### src/rtl/ca_report_collector_pkg.sv
// rtl/ca_report_collector_pkg.sv - shared constants for the CA report collector
// Purpose: default parameter values and the record-width helper used by the
//          collector top and its report FIFO.
// Ports:   none (package).
package ca_report_collector_pkg;

  localparam int CA_DEPTH    = 8;
  localparam int CA_OFFSET_W = 16;
  localparam int CA_VEC_W    = 8;
  localparam int CA_RPT_LAT  = 1;

  // A record is {symbol offset, activation vector}.
  function automatic int ca_rec_w(input int offset_w, input int vec_w);
    return offset_w + vec_w;
  endfunction

  localparam int CA_REC_W = ca_rec_w(CA_OFFSET_W, CA_VEC_W);

endpackage

### src/rtl/ca_report_fifo.sv
// rtl/ca_report_fifo.sv - synchronous report FIFO with occupancy counter
// Purpose: stores report records; a push is accepted when not full, or when
//          full and a pop happens in the same cycle.
// Ports:   clk, rst       - clock, synchronous active-high reset
//          push_i, data_i - write request and record
//          pop_i          - read request (ignored when empty)
//          data_o         - head record
//          full_o, empty_o, level_o - occupancy status
module ca_report_fifo
  import ca_report_collector_pkg::*;
#(
  parameter int DEPTH = CA_DEPTH,
  parameter int W     = CA_REC_W
) (
  input  logic                     clk,
  input  logic                     rst,
  input  logic                     push_i,
  input  logic [W-1:0]             data_i,
  input  logic                     pop_i,
  output logic [W-1:0]             data_o,
  output logic                     full_o,
  output logic                     empty_o,
  output logic [$clog2(DEPTH):0]   level_o
);

  localparam int AW = $clog2(DEPTH);
  localparam int LW = AW + 1;

  logic [W-1:0]  mem_q [DEPTH];
  logic [AW-1:0] wr_ptr_q, wr_ptr_d;
  logic [AW-1:0] rd_ptr_q, rd_ptr_d;
  logic [LW-1:0] level_q, level_d;
  logic          do_push, do_pop;

  assign full_o  = (level_q == LW'(DEPTH));
  assign empty_o = (level_q == '0);
  assign level_o = level_q;
  assign data_o  = mem_q[rd_ptr_q];

  assign do_pop  = pop_i & ~empty_o;
  // When full, the slot being popped is the one the write pointer targets,
  // so a simultaneous push lands behind every surviving entry.
  assign do_push = push_i & (~full_o | do_pop);

  always_comb begin
    wr_ptr_d = wr_ptr_q;
    rd_ptr_d = rd_ptr_q;
    level_d  = level_q;
    if (do_push) wr_ptr_d = wr_ptr_q + AW'(1);
    if (do_pop)  rd_ptr_d = rd_ptr_q + AW'(1);
    case ({do_push, do_pop})
      2'b10:   level_d = level_q + LW'(1);
      2'b01:   level_d = level_q - LW'(1);
      default: level_d = level_q;
    endcase
  end

  always_ff @(posedge clk) begin
    if (rst) begin
      wr_ptr_q <= '0;
      rd_ptr_q <= '0;
      level_q  <= '0;
    end else begin
      wr_ptr_q <= wr_ptr_d;
      rd_ptr_q <= rd_ptr_d;
      level_q  <= level_d;
    end
  end

  always_ff @(posedge clk) begin
    if (!rst && do_push) mem_q[wr_ptr_q] <= data_i;
  end

endmodule

### src/rtl/ca_report_collector.sv
// rtl/ca_report_collector.sv - tags CA report bits with symbol offsets and queues them
// Purpose: counts accepted symbols, delays (valid, offset) to line up with the
//          CA processor's report bit, and queues {offset, act_vec} records.
// Ports:   clk, rst                   - clock, synchronous active-high reset
//          sym_valid                  - symbol fed to the CA processor
//          rpt_bit, act_vec           - report bit and activation vector
//          rec_ready                  - downstream accepts head record
//          rec_valid, rec_offset, rec_vector - head record
//          level                      - FIFO occupancy
//          overflow, drop_cnt         - sticky drop flag, saturating drop count
module ca_report_collector
  import ca_report_collector_pkg::*;
#(
  parameter int DEPTH    = CA_DEPTH,
  parameter int OFFSET_W = CA_OFFSET_W,
  parameter int VEC_W    = CA_VEC_W,
  parameter int RPT_LAT  = CA_RPT_LAT
) (
  input  logic                   clk,
  input  logic                   rst,
  input  logic                   sym_valid,
  input  logic                   rpt_bit,
  input  logic [VEC_W-1:0]       act_vec,
  input  logic                   rec_ready,
  output logic                   rec_valid,
  output logic [OFFSET_W-1:0]    rec_offset,
  output logic [VEC_W-1:0]       rec_vector,
  output logic [$clog2(DEPTH):0] level,
  output logic                   overflow,
  output logic [7:0]             drop_cnt
);

  localparam int REC_W = ca_rec_w(OFFSET_W, VEC_W);

  logic [OFFSET_W-1:0] cnt_q, cnt_d;
  logic                dly_valid_q  [RPT_LAT];
  logic [OFFSET_W-1:0] dly_offset_q [RPT_LAT];
  logic                overflow_q, overflow_d;
  logic [7:0]          drop_cnt_q, drop_cnt_d;

  logic                push_req, pop_req, drop;
  logic                fifo_full, fifo_empty;
  logic [REC_W-1:0]    fifo_data;

  // A report only counts if it lines up with a real symbol RPT_LAT cycles ago.
  assign push_req = rpt_bit & dly_valid_q[RPT_LAT-1];
  assign pop_req  = rec_ready & ~fifo_empty;
  assign drop     = push_req & fifo_full & ~pop_req;

  always_comb begin
    cnt_d      = sym_valid ? cnt_q + OFFSET_W'(1) : cnt_q;
    overflow_d = overflow_q | drop;
    drop_cnt_d = drop_cnt_q;
    if (drop && drop_cnt_q != 8'hFF) drop_cnt_d = drop_cnt_q + 8'd1;
  end

  always_ff @(posedge clk) begin
    if (rst) begin
      cnt_q      <= '0;
      overflow_q <= 1'b0;
      drop_cnt_q <= '0;
      for (int i = 0; i < RPT_LAT; i++) begin
        dly_valid_q[i]  <= 1'b0;
        dly_offset_q[i] <= '0;
      end
    end else begin
      cnt_q           <= cnt_d;
      overflow_q      <= overflow_d;
      drop_cnt_q      <= drop_cnt_d;
      // Stage 0 captures the pre-increment count of this cycle's symbol.
      dly_valid_q[0]  <= sym_valid;
      dly_offset_q[0] <= cnt_q;
      for (int i = 1; i < RPT_LAT; i++) begin
        dly_valid_q[i]  <= dly_valid_q[i-1];
        dly_offset_q[i] <= dly_offset_q[i-1];
      end
    end
  end

  ca_report_fifo #(
    .DEPTH (DEPTH),
    .W     (REC_W)
  ) u_fifo (
    .clk     (clk),
    .rst     (rst),
    .push_i  (push_req),
    .data_i  ({dly_offset_q[RPT_LAT-1], act_vec}),
    .pop_i   (rec_ready),
    .data_o  (fifo_data),
    .full_o  (fifo_full),
    .empty_o (fifo_empty),
    .level_o (level)
  );

  assign rec_valid  = ~fifo_empty;
  assign rec_offset = fifo_data[REC_W-1:VEC_W];
  assign rec_vector = fifo_data[VEC_W-1:0];
  assign overflow   = overflow_q;
  assign drop_cnt   = drop_cnt_q;

endmodule
### config.mk
export PLATFORM = sky130hd
export DESIGN_NAME = ca_report_collector
export DESIGN_NICKNAME = d
export VERILOG_FILES = /design/src/rtl/ca_report_collector_pkg.sv /design/src/rtl/ca_report_fifo.sv /design/src/rtl/ca_report_collector.sv
export SDC_FILE = /design/constraint.sdc
export NUM_CORES = 1
export LEC_CHECK = 0
export ABC_AREA = 1
export CAP_MARGIN = 20
export CORE_UTILIZATION = 50
export CTS_BUF_LIST = sky130_fd_sc_hd__clkbuf_16
export CTS_CLUSTER_DIAMETER = 200
export DETAILED_ROUTE_END_ITERATION = 8
export GPL_ROUTABILITY_DRIVEN = 1
export PLACE_DENSITY = 0.68
export SLEW_MARGIN = 5
export SYNTH_ARGS = -nofsm -noshare
export SYNTH_HDL_FRONTEND = slang
export SYNTH_HIERARCHICAL = 1
export SYNTH_SLANG_ARGS = --single-unit
export TNS_END_PERCENT = 10
### constraint.sdc
create_clock -name clk -period 4.15 [get_ports clk]
set_clock_uncertainty 0.2 [all_clocks]
set_input_delay 1.0375 -clock clk [delete_from_list [all_inputs] [get_ports clk]]
set_output_delay 1.0375 -clock clk [all_outputs]
set_load 0.01 [all_outputs]
==> results.json <==
{
  "status": "finished clean",
  "grt_usage_pct": 20.02,
  "drc": 0,
  "maxSlewHeadroom_pct": 56.85,
  "die_w_um": 142.4,
  "crit_arrival_ns": 2.54,
  "rsz0062_at_grt": "no",
  "grt_pass1_vias": 6238,
  "clock_path_buffers": 3,
  "multi_input_comb_area_um2": 2560,
  "cts_buffers": 26,
  "synth_simple_gate_area_share_pct": 11.84,
  "fill_cells": 1526,
  "r2r_start": "u_fifo/level_o[1]",
  "fin_crit_ns": 3.774,
  "synth.cell_area_um2": 9856,
  "utilization_pct": 60.03,
  "synth-adder-area-share_pct": 0.9648,
  "yosys.area.top_type": "edfxtp_1",
  "cts_hold_buffers": 0,
  "register_area_um2": 6872,
  "p_total_uw": 6477,
  "clkLatencyLatePin_ns": 0.53,
  "dr.pass1.iters": 5,
  "coreArea_um2": 19020,
  "synth_top_area_share_pct": 58.50,
  "portBuffers": 50,
  "path_max_fanout": 96,
  "worst_setup_path_start_kind": "flip-flop",
  "synth_fp_nets": 830,
  "tightest_slew_ns": 0.6472,
  "cts_max_level": 1,
  "synth-xor-area-share_pct": 0.4443,
  "critical_path_class": "reg2out",
  "diodes": 0,
  "drtIter0Drc": 322,
  "hold_violations": 0,
  "gr-total-overflow": 0,
  "maxCapViolCount": 0,
  "antenna_found_initial": 0,
  "fin_cells": 1148,
  "final_cell_mix": "edfxtp_1 (192), nand2_1 (128), nor2_1 (95)",
  "tns_ns": 0,
  "layout_commonest_cell": "edfxtp_1",
  "synth_edf_count": 192,
  "syn_to_final_growth_pct": 15.84,
  "required_ns": 2.91,
  "async_flop_share_pct": 0,
  "wl_mm": 19.25,
  "cts_tree": "built",
  "yosysUniqueCellTypes": 32,
  "netlist_instances": 810,
  "synth_ff_type": "edfxtp_1",
  "cts_root_buf": "clkbuf_16",
  "postCtsSetupRepairBufs": 0,
  "via_per_inst": 5.395,
  "yosys_register_bits": 247,
  "rows": 50,
  "final_layout_size_suffix_gt1_share_pct": 9.572,
  "fmax_mhz": 265.0,
  "finalSetupViolCount": 0,
  "ys_seq_area_share_pct": 69.67,
  "min_period_over_period_pct": 90.95,
  "syn_area_per_cell_um2": 12.17,
  "synth_area_leaders": "edfxtp_1 (58%), dfxtp_1 (11%), mux2i_1 (4.9%)",
  "fp.dieArea_um2": 20280,
  "dp.cells": 1100,
  "peakVddDrop_v": 0.0003282,
  "synth_compound_area_share_pct": 7.541,
  "cp-end-kind": "output pin",
  "place_congestion": 0.8101,
  "rrSetupSlack_ns": 1.99,
  "nets": 888,
  "powerDensity_nw_per_um2": 567.3,
  "clkSlewWorstSetupHoldPaths_ns": 0.06,
  "synth_top_family_by_area": "simple AND/OR/NAND/NOR gates",
  "grt_max_degree": 97,
  "vias": 6193,
  "post_drt_wl_per_cell_um": 16.77,
  "cts_resized": 0,
  "yosys_warnings": 6,
  "hold_path.class": "reg2reg",
  "start_util_pct": 51.82,
  "grt_first_pass_wirelength_mm": 31.36,
  "drv_slew": 0,
  "cts.sinks": 247,
  "synth.mux.area_fraction_pct": 4.875,
  "die_h_um": 142.4,
  "pin_count": 51,
  "detailedPlacementHpwl_mm": 10.89,
  "drtAntennaViolNets": 0,
  "worstHoldStart": "cnt_q[6]",
  "power.leakage_uw": 0.004020
}
-- sequential cells by signal, summed over array words and instances (netlist names), named ones only --
register         flops
cnt_q               16
dly_offset_q        16
dly_valid_q          1
overflow             1
u_fifo/level_o       4
u_fifo/rd_ptr_q      3
u_fifo/wr_ptr_q      3
u_fifo/mem_q       192
drop_cnt             8
-- power by group --
part           total [uW]  switching, uW  internal (uW)  leakage, uW
Combinational        1560            885            678      0.00139
Sequential           2750           53.2           2700      0.00221
Clock                2160            944           1220     0.000416
-- cell usage after synthesis, types with 12 or more instances --
cell type	n
o21ai_0	50
nor2_1	99
mux2i_1	48
nand3_1	18
o22ai_1	49
dfxtp_1	55
inv_1	52
nor3_1	12
a21oi_1	22
nand2_1	128
edfxtp_1	192
-- path summary, 6_finish.rpt --
kind,to,cells past startpoint
hold reg to reg,dly_offset_q[0][6],2
hold / removal,dly_offset_q[0][6],2
setup reg to reg,u_fifo/level_o[3],9
setup / recovery,rec_offset[5],6
-- worst max-delay path, cell delays in order, from the launching register on --
cell and delay [ns]:
dfxtp_4 0.36, buf_12 0.33, o21ai_0 0.21, o22ai_1 0.20, nand2_1 0.07, nand2_1 0.09, clkdlybuf4s50_1 0.59
-- metal layers --
layer	share of wire (%)	routed length [um]	track usage (%)	vias to the layer above
met5	0	0	0	-
met3	4.4	839	3.028	42
li1	-	-	-	2974
met2	50	9621	34.93	150
met4	2.9	560	7.583	0
met1	43	8226	25.15	3027
-- cells by family (layout without fill, tap and decap cells) --
| logic type | count (synthesis) | count (layout) |
|---|---|---|
| buf+inv | 91 | 169 |
| compound gates | 133 | 133 |
| flops | 247 | 247 |
| simple gates | 279 | 279 |
| fa+ha+maj | 7 | 7 |
| mux | 48 | 48 |
| xor+xnor | 5 | 5 |
-- metrics by stage --
| step | hold WS [ns] | area [um^2] | setup slack [ns] |
|---|---|---|---|
| finish | 0.2587 | 11420 | 0.3757 |
| global route | 0.2912 | 11420 | 0.2049 |
| CTS | 0.2583 | 11420 | 0.3721 |
| detailed placement | 0.2466 | 10610 | 0.8365 |
| global placement | 0.2514 | 10610 | 0.9170 |
| floorplan | 0.2246 | 9856 | 0.3852 |
-- area by class of cell --
| cell class | count | area share, % |
|---|---|---|
| flip-flops and latches | 247 | 60.19 |
| multi-input cells | 472 | 22.42 |
| clock buffers | 26 | 5.699 |
| repair buffers | 65 | 5.589 |
| well taps | 260 | 2.849 |
| inverters | 56 | 1.841 |
| clock inverters | 22 | 1.414 |
(Power assumes the default switching activity.)
==> variant: new RTL, same flow settings <==
Put a register stage on the output `level`, with the module's reset. The value now appears one clock later. The other outputs are not delayed to match.
--- a/src/rtl/ca_report_collector.sv
+++ b/src/rtl/ca_report_collector.sv
@@ -31,6 +31,8 @@
 );
 
   localparam int REC_W = ca_rec_w(OFFSET_W, VEC_W);
+
+  logic [$clog2(DEPTH):0] level_c;
 
   logic [OFFSET_W-1:0] cnt_q, cnt_d;
   logic                dly_valid_q  [RPT_LAT];
@@ -89,7 +91,7 @@
     .data_o  (fifo_data),
     .full_o  (fifo_full),
     .empty_o (fifo_empty),
-    .level_o (level)
+    .level_o (level_c)
   );
 
   assign rec_valid  = ~fifo_empty;
@@ -98,4 +100,12 @@
   assign overflow   = overflow_q;
   assign drop_cnt   = drop_cnt_q;
 
+  always_ff @(posedge clk) begin
+    if (rst) begin
+      level <= '0;
+    end else begin
+      level <= level_c;
+    end
+  end
+
 endmodule
Function: changed (a bounded check fails within 4 cycles, from zero or initial values and one cycle with rst high).
==> variant against the unedited design <==
Sequential cell count increased by 4; sequential share of layout area rose by 0.34 points; worst setup slack worse by 0.026 ns; total power down 0.55%; synthesized area grew 0.93%; utilization down 1.0 points; synthesized cell count increased by 2.2%; critical path depth did not move; wire length down 2.0%; cell area grew 0.59%; critical path type unchanged; combinational power shrank 3%; largest power group unchanged.
==> variant: results (changes against the unedited design) <==
\begin{tabular}{lr}
\hline
Metric & Value \\
\hline
\multicolumn{2}{l}{\textbf{Final layout}} \\
Layout Nets & 905 (+1.9\%) \\
Post-synthesis to final-layout area growth & 15.5\% \\
Ratio of cells with drive above 1 in the final layout & 7.20\% (-2.4 points) \\
Fill cell instance count of the final layout & 1557 (+2.0\%) \\
Number of non-filler instances in the completed layout & 1168 (+1.7\%) \\
\multicolumn{2}{l}{\textbf{Routing}} \\
First drt pass iteration count & 4 (-1) \\
M1 wire length & 8.47 mm (+2.9\%) \\
Detailed-routed wire length on met3 & 908 um (+8.2\%) \\
WL/cell & 16.1 um (-3.7\%) \\
Vias & 6018 (-2.8\%) \\
\multicolumn{2}{l}{\textbf{Critical path}} \\
Worst-path maximum fanout & 26 (-73\%) \\
Arrival time at the worst endpoint & 2.56 ns (+0.02 ns) \\
\multicolumn{2}{l}{\textbf{Logic synthesis}} \\
Count of distinct cell types in the synthesized netlist & 34 (+6.3\%) \\
Yosys top cell area share & 58.0\% (-0.54 points) \\
Post-synthesis cell count & 828 (+2.2\%) \\
Most used standard cells in the synthesized netlist & edfxtp\_1 (192), nand2\_1 (137), nor2\_1 (109) \\
Post-synth net total & 848 (+2.2\%) \\
Cell types occupying the most area after synthesis & edfxtp\_1 (58\%), dfxtp\_1 (12\%), nand2\_1 (5.2\%) \\
\multicolumn{2}{l}{\textbf{Power}} \\
Static leakage & 4.08 nW (+1.5\%) \\
IR drop worst, VDD & 0.295 mV (-10\%) \\
\multicolumn{2}{l}{\textbf{Global route}} \\
Via count of the first global-routing pass & 5774 (-7.4\%) \\
Total track usage & 19.0\% (-1.0 points) \\
First-pass GRT wire length & 29.9 mm (-4.7\%) \\
\multicolumn{2}{l}{\textbf{Placement}} \\
Routability congestion estimate & 0.832 (+2.7\%) \\
Placed instance count & 1123 (+2.1\%) \\
Setup slack after placement & 0.880 ns (+0.0439 ns) \\
Half-perimeter wire length of the detailed placement result & 10.3 mm (-5.1\%) \\
Standard cell area after detailed placement & 10700 um\^{}2 (+1.0\%) \\
\multicolumn{2}{l}{\textbf{Status}} \\
Run status & finished, final reports clean \\
\multicolumn{2}{l}{\textbf{Timing}} \\
Worst relative slew slack & 64.2\% (+7.3 points) \\
\hline
\end{tabular}
[variant: cell types whose count changed in the layout (fill, tap and decap cells not counted), sizes merged, moves of 2 or more]
cell / before / now
clkinv: 16 / 11
dfxtp: 55 / 59
inv: 60 / 64
nand3: 20 / 22
nand2: 134 / 139
o21ai: 60 / 58
nor2: 106 / 111
[variant: power by group through the flow]
| stage | Combinational [mW] | Sequential, mW | Clock (mW) |
|---|---|---|---|
| final | 1.51 | 2.83 | 2.10 |
| after global routing | 1.68 | 2.85 | 2.24 |
| after CTS | 1.52 | 2.84 | 2.14 |
| after detailed placement | 1.51 | 2.89 | 0 |
| after global placement | 1.49 | 2.89 | 0 |
| after floorplan | 1.08 | 2.84 | 0 |
[variant: cell type report]
class	count	share of cell area (%)
clock buffers	25	5.45
clock inverters	20	1.24
well taps	265	2.89
flip-flops and latches	251	60.5
repair buffers	65	5.67
inverters	59	1.93
multi-input cells	483	22.3
[variant: worst paths after layout]
path	start	endpoint	slack, ns	depth (start not counted)
setup / recovery	register	rec_offset[9]	0.35	6
hold reg to reg	cnt_q[4]	dly_offset_q[0][4]	0.27	2
setup reg to reg	u_fifo/level_o[1]	u_fifo/level_o[3]	2.03	11
hold / removal	cnt_q[4]	dly_offset_q[0][4]	0.27	2
[variant: worst max-delay path, stage by stage (launching register included)]
cell and delay [ns]:
dfxtp_2 0.65, buf_4 0.36, o21ai_0 0.14, o22ai_1 0.19, nand2_1 0.08, nand2_1 0.10
clkdlybuf4s50_1 0.53
[variant: logic make-up after synthesis]
family,count (synthesis),synth area share (%)
AOI/OAI and AO/OA,131,7.30
xor gates and xnor gates,5,0.440
and+or+nand+nor,292,11.9
buffers and inverters,94,4.72
adders and majority gates,7,0.956
DFF,251,69.8
muxes,48,4.83
